==> src/rtl/ibex_rf_ckpt_pkg.sv <==
// ibex_rf_ckpt_pkg: shared FSM encoding and sizing helper for the checkpointed register file
package ibex_rf_ckpt_pkg;
  typedef enum logic [1:0] {IDLE, RESTORE, DONE} rf_ckpt_state_e;
  function automatic int RfCkptBlkW(input int num_words, input int lanes);
    return (num_words / lanes > 1) ? $clog2(num_words / lanes) : 1;
  endfunction
endpackage

==> src/rtl/ibex_rf_restore_ctrl.sv <==
// ibex_rf_restore_ctrl: rollback FSM, block counter and request legality checking
module ibex_rf_restore_ctrl import ibex_rf_ckpt_pkg::*; #(
  parameter int NumBlks = 8,
  parameter int BlkW    = 3
) (
  input  logic               clk_i,
  input  logic               rst_i,
  input  logic               we_i,
  input  logic               ckpt_req_i,
  input  logic               rollback_req_i,
  input  logic               ckpt_valid_i,
  output logic               busy_o,
  output logic               we_en_o,
  output logic               ckpt_en_o,
  output logic [NumBlks-1:0] restore_en_o,
  output logic               rollback_done_o,
  output logic               err_o
);
  rf_ckpt_state_e  r_state, w_state_d;
  logic [BlkW-1:0] r_blk, w_blk_d;
  logic            r_done, r_err;
  logic            w_idle, w_rb_ok, w_err_d;
  assign w_idle    = r_state == IDLE;
  assign w_rb_ok   = w_idle & rollback_req_i & ckpt_valid_i;
  assign busy_o    = ~w_idle;
  assign we_en_o   = w_idle & we_i;
  // an accepted rollback wins over a same-cycle checkpoint
  assign ckpt_en_o = w_idle & ckpt_req_i & ~w_rb_ok;
  assign w_err_d   = (busy_o & (we_i | ckpt_req_i | rollback_req_i)) |
                     (w_idle & rollback_req_i & (~ckpt_valid_i | ckpt_req_i));
  assign rollback_done_o = r_done;
  assign err_o           = r_err;
  for (genvar b = 0; b < NumBlks; b++) begin : g_en
    assign restore_en_o[b] = (r_state == RESTORE) && (r_blk == BlkW'(b));
  end
  always_comb begin
    w_state_d = r_state;
    w_blk_d   = r_blk;
    unique case (r_state)
      IDLE:    if (w_rb_ok) begin
                 w_state_d = RESTORE;
                 w_blk_d   = '0;
               end
      RESTORE: begin
                 w_blk_d   = r_blk + 1'b1;
                 w_state_d = (r_blk == BlkW'(NumBlks - 1)) ? DONE : RESTORE;
               end
      DONE:    w_state_d = IDLE;
      default: w_state_d = IDLE;
    endcase
  end
  always_ff @(posedge clk_i or posedge rst_i) begin
    if (rst_i) begin
      r_state <= IDLE;
      r_blk   <= '0;
      r_done  <= 1'b0;
      r_err   <= 1'b0;
    end else begin
      r_state <= w_state_d;
      r_blk   <= w_blk_d;
      r_done  <= w_state_d == DONE;
      r_err   <= w_err_d;
    end
  end
endmodule

==> src/rtl/ibex_register_file_ckpt.sv <==
// ibex_register_file_ckpt: flop register file with a one-cycle checkpoint bank,
// multi-cycle rollback and a one-shot corrupt-on-command fault hook
module ibex_register_file_ckpt import ibex_rf_ckpt_pkg::*; #(
  parameter bit                   RV32E        = 1'b0,
  parameter int                   DataWidth    = 32,
  parameter int                   NumReadPorts = 2,
  parameter int                   RestoreLanes = 4,
  parameter logic [DataWidth-1:0] WordZeroVal  = '0
) (
  input  logic                                   clk_i,
  input  logic                                   rst_i,
  input  logic [NumReadPorts-1:0][4:0]           raddr_i,
  output logic [NumReadPorts-1:0][DataWidth-1:0] rdata_o,
  input  logic [4:0]                             waddr_i,
  input  logic [DataWidth-1:0]                   wdata_i,
  input  logic                                   we_i,
  input  logic                                   ckpt_req_i,
  input  logic                                   rollback_req_i,
  input  logic                                   ctc_command_i,
  output logic                                   busy_o,
  output logic                                   ckpt_valid_o,
  output logic                                   rollback_done_o,
  output logic                                   err_o
);
  localparam int NUM_WORDS = RV32E ? 16 : 32;
  localparam int NUM_BLKS  = NUM_WORDS / RestoreLanes;
  localparam int BLK_W     = RfCkptBlkW(NUM_WORDS, RestoreLanes);
  logic [DataWidth-1:0] r_mem  [1:NUM_WORDS-1];
  logic [DataWidth-1:0] r_ckpt [1:NUM_WORDS-1];
  logic                 r_ckpt_valid, r_ctc_q, r_ctc_active;
  logic                 w_we_en, w_ckpt_en;
  logic [NUM_BLKS-1:0]  w_restore_en;
  logic [4:0]           w_waddr;
  logic [4:0]           w_raddr [NumReadPorts];
  ibex_rf_restore_ctrl #(.NumBlks(NUM_BLKS), .BlkW(BLK_W)) u_ctrl (
    .clk_i           (clk_i),
    .rst_i           (rst_i),
    .we_i            (we_i),
    .ckpt_req_i      (ckpt_req_i),
    .rollback_req_i  (rollback_req_i),
    .ckpt_valid_i    (r_ckpt_valid),
    .busy_o          (busy_o),
    .we_en_o         (w_we_en),
    .ckpt_en_o       (w_ckpt_en),
    .restore_en_o    (w_restore_en),
    .rollback_done_o (rollback_done_o),
    .err_o           (err_o)
  );
  assign ckpt_valid_o = r_ckpt_valid;
  assign w_waddr      = RV32E ? {1'b0, waddr_i[3:0]} : waddr_i;
  for (genvar p = 0; p < NumReadPorts; p++) begin : g_ra
    assign w_raddr[p] = RV32E ? {1'b0, raddr_i[p][3:0]} : raddr_i[p];
  end
  always_comb begin
    for (int p = 0; p < NumReadPorts; p++) begin
      rdata_o[p] = WordZeroVal;
      for (int w = 1; w < NUM_WORDS; w++)
        if (w_raddr[p] == 5'(w)) rdata_o[p] = r_mem[w];
    end
  end
  // restore beats the fault hook, which beats a normal write; the snapshot sees pre-edge values
  always_ff @(posedge clk_i or posedge rst_i) begin
    if (rst_i) begin
      for (int w = 1; w < NUM_WORDS; w++) begin
        r_mem[w]  <= WordZeroVal;
        r_ckpt[w] <= WordZeroVal;
      end
    end else begin
      for (int w = 1; w < NUM_WORDS; w++) begin
        if (w_restore_en[BLK_W'(w / RestoreLanes)]) r_mem[w] <= r_ckpt[w];
        else if (r_ctc_active)                      r_mem[w] <= ~r_mem[w];
        else if (w_we_en && w_waddr == 5'(w))       r_mem[w] <= wdata_i;
        if (w_ckpt_en) r_ckpt[w] <= r_mem[w];
      end
    end
  end
  always_ff @(posedge clk_i or posedge rst_i) begin
    if (rst_i) begin
      r_ckpt_valid <= 1'b0;
      r_ctc_q      <= 1'b0;
      r_ctc_active <= 1'b0;
    end else begin
      r_ckpt_valid <= r_ckpt_valid | w_ckpt_en;
      r_ctc_q      <= ctc_command_i;
      r_ctc_active <= ctc_command_i & ~r_ctc_q;
    end
  end
endmodule

==> config.mk <==
export PLATFORM = sky130hd
export DESIGN_NAME = ibex_register_file_ckpt
export DESIGN_NICKNAME = d
export VERILOG_FILES = /design/src/rtl/ibex_rf_ckpt_pkg.sv /design/src/rtl/ibex_rf_restore_ctrl.sv /design/src/rtl/ibex_register_file_ckpt.sv
export SDC_FILE = /design/constraint.sdc
export NUM_CORES = 2
export LEC_CHECK = 0
export CAP_MARGIN = 30
export CORE_ASPECT_RATIO = 0.9
export CORE_MARGIN = 2
export CORE_UTILIZATION = 45
export DETAILED_ROUTE_END_ITERATION = 12
export SETUP_SLACK_MARGIN = 0.4
export SLEW_MARGIN = 0
export SYNTH_ARGS = -nofsm -noshare
export SYNTH_HDL_FRONTEND = slang
export SYNTH_SLANG_ARGS = --single-unit
==> constraint.sdc <==
create_clock -name clk_i -period 163.8 [get_ports clk_i]
set_input_delay 49.14 -clock clk_i [delete_from_list [all_inputs] [get_ports clk_i]]
set_output_delay 49.14 -clock clk_i [all_outputs]
set_load 0.05 [all_outputs]
==> impl_metrics.yaml <==
status:
  status: "finished, final reports clean"
timing:
  setup-tns-final_ns: 0
  worst_pin_slew_ns: 1.32
  rsz0062_at_grt: "false"
  skew_ns: 0.0433
  slew_headroom_pct: 11.9
  fin_crit_sh_pct: 63.6
  finalHoldViolCount: 0
  holdWs_ns: 0.404
  final_max_slew_viol_count: 0
  finalSetupViolCount: 0
  fmax_mhz: 9.60
  period_needed_ns: 104.15
place:
  gp_congestion: 1.09
  placed_cell_area_mm2: 0.0835
  portBuffers: 120
  post-place-cells: 10600
  dpl.hpwl_um: 259000
routing:
  drtAntennaViolNets: 0
  drt_first_pass_iters: 10
  vias_per_cell: 7.53
  wl_per_cell_um: 36.6
  drt_iter0_markers: 15200
  vias: 82000
  wirelength_um: 399000
  drc: 0
pwr:
  leakagePower_nw: 35.3
  vdd_ir_drop_max_mv: 0.0150
  power.total_mw: 1.65
  p_per_area_mw_per_mm2: 18.4
run:
  maxCapViolations: 0
floorplanning:
  die-area_mm2: 0.183
  std_cell_rows: 147
  die_w_um: 450
  io_pins: 121
  start_util_pct: 45.3
  coreArea_mm2: 0.178
  die_h_um: 406
worst_setup_path:
  crit_fanout: 46
  cp-end-kind: "primary output"
  cp_slowest_cell: "nor4_1"
  path_class: "in -> out"
  cpMostUsedCell: "buf_4"
  cp-start-kind: "input port"
  worstPathArrival_ns: 55.01
  path_cells: "buf_4 > buf_4 > buf_4 > or3b_2 > nor2_4 > buf_4 > a221oi_1 > o211ai_1 > nor4_1 > o21ai_0 > clkdlybuf4s50_1"
  cp.required_ns: 114.66
  crit_path_max_incr_delay_ns: 0.97
  rrSetupSlack_ns: 160.09
final_layout:
  finalNonFillerCells: 10900
  drive_above_1_share_pct: 15.3
  nets: 8427
  fin_area_mm2: 0.0896
  syn2layout_area_growth_pct: 11.1
clocking:
  cts_buffer_depth: 3
  clock_latency_ns: 0.87
  clkSinkCount: 1482
  htree_levels: 4
  cts_buffers: 163
  clkTransAtPathRegs_ns: 0.06
  cts_resized: 0
  cts_tree: "built"
  postCtsSetupBuffers: 0
  cts_root_buf: "clkbuf_16"
  holdBufCountCts: 0
yosys:
  ys_seq_area_share_pct: 46.0
  ys_warn_count: 0
  syn_area_mm2: 0.0807
  synth.top_cell.area_share_pct: 46.0
  synthFlopType: "dfrtp_1"
  synth_top_family_by_area: "compound AO/OA/AOI/OAI gates"
  synth_area_leader_cell: "dfrtp_1"
  syn_inst: 8751
  synth-xor-area-share_pct: 0.0202
  synth_cell_types: 90
  yosysMostFrequentCell: "dfrtp_1"
  yosys.area_share.simple_pct: 8.64
  synth-seq-cells: 1482
  synth-compound-area-share_pct: 31.5
  synthAdderAreaFrac_pct: 0.0931
  synth_area_leaders: "dfrtp_1 46%, o22ai_1 8.9%, a21oi_1 8.2%, mux2_2 7.6%, a31oi_1 4.0%"
  synth_fp_nets: 8810
  synthArstFlopShare_pct: 100
  synth_common_cells: "1482 x dfrtp_1, 1323 x a21oi_1, 1151 x o22ai_1"
  synth_edf_count: 0
  synth_mux_area_share_pct: 8.53
  postSynthAreaPerCell_um2: 9.22
global_route:
  grt_usage_pct: 42.2
  grt_pass1_vias: 74600
  grt_max_degree: 189
  grt_pass1_wl_um: 559000
  grt_antenna_before_repair: 22
  overflow: 0
  grt_use_met2_pct: 58.9
  busiest_layer: "met2"
  met3_usage_pct: 17.5
  met1_usage_pct: 53.1
hold_path:
  hold_path.class: "reg -> reg"
-- kinds of logic (layout without fill, tap and decap cells) --
| kind of cell | Yosys count | in the layout |
|---|---|---|
| xor+xnor | 1 | 1 |
| flops | 1482 | 1482 |
| fa+ha+maj | 6 | 6 |
| other cells | 0 | 17 |
| buf+inv | 1017 | 763 |
| compound gates | 4146 | 4146 |
| simple gates | 1484 | 1484 |
| mux | 615 | 615 |
-- through the flow --
| stage | setup WS, ns | utilization, % |
|---|---|---|
| final | 59.65 | 50.3 |
| after global routing | 59.89 | 50.3 |
| after CTS | 60.35 | 50.0 |
| after detailed placement | 60.36 | 46.8 |
| after global placement | 60.34 | 46.7 |
| after floorplan | 62.97 | - |
-- worst max-delay path, delay by kind of cell --
kind	cells	cell delay [ns]
buffers and inverters	5	2.75
and+or+nand+nor	3	1.85
AOI/OAI and AO/OA	3	1.17
-- area by class of cell --
type,count,area [µm²]
antenna,17,42.5
clock buffer,236,4820
clock inverter,58,792
fill,16200,88600
inverter,63,244
multi-input combinational,6252,39900
sequential,1482,37100
tap,2384,2980
timing repair buffer,406,3720
-- final timing paths --
path	startpoint	to	cells after the start
max in group asynchronous	rst_i	r_mem[287]	6
hold reg to reg	r_ctc_q	r_ctc_active	1
setup / recovery	raddr_i[1]	rdata_o[7]	11
setup reg to reg	u_ctrl.r_state[1]	r_mem[287]	6
hold / removal	r_ctc_q	r_ctc_active	1
min in group asynchronous	rst_i	u_ctrl.err_o	2
-- power by group --
group          switching, mW  internal [mW]  leakage, nW
Sequential             0.210          0.519         17.6
Combinational          0.312          0.209         15.0
Clock                  0.167          0.228         2.75
-- state kept, by name (all words and copies together) (netlist names) --
signal	flops
u_ctrl.rollback_done_o	1
u_ctrl.r_state	2
r_ctc_q	1
r_ctc_active	1
r_mem	992
r_ckpt	480
u_ctrl.r_blk	3
u_ctrl.err_o	1
ckpt_valid_o	1
-- layer usage --
| metal | up-vias | share of wire (%) |
|---|---|---|
| met3 | 1688 | 15 |
| met1 | 40500 | 36 |
| met2 | 7024 | 40 |
| met4 | 22 | 8.2 |
| li1 | 32800 | - |
| met5 | - | 0.072 |
-- placed cells by master, fill, tap and decap left out, types with 22 or more instances in the layout --
| master | instances |
|---|---|
| clkbuf_8 | 37 |
| clkdlybuf4s50_1 | 110 |
| o21a_1 | 45 |
| dfrtp_1 | 1481 |
| nor2b_1 | 40 |
| a22oi_1 | 169 |
| a32oi_1 | 22 |
| a211oi_1 | 64 |
| mux2_2 | 547 |
| o211ai_1 | 48 |
| a31oi_1 | 520 |
| nand2b_1 | 54 |
| mux2i_1 | 65 |
| a221oi_1 | 47 |
| nand2_1 | 662 |
| and3_1 | 36 |
| or3_1 | 26 |
| nor3_1 | 77 |
| buf_4 | 254 |
| o22ai_1 | 1151 |
| o21ai_0 | 346 |
| o22a_1 | 36 |
| nand3_1 | 84 |
| a221o_1 | 23 |
| o2111ai_1 | 22 |
| clkbuf_16 | 168 |
| clkbuf_1 | 32 |
| o221ai_1 | 56 |
| a22o_1 | 33 |
| inv_1 | 56 |
| or2_2 | 50 |
| a21oi_1 | 1312 |
| nor2_1 | 269 |
(Power assumes the default switching activity.)
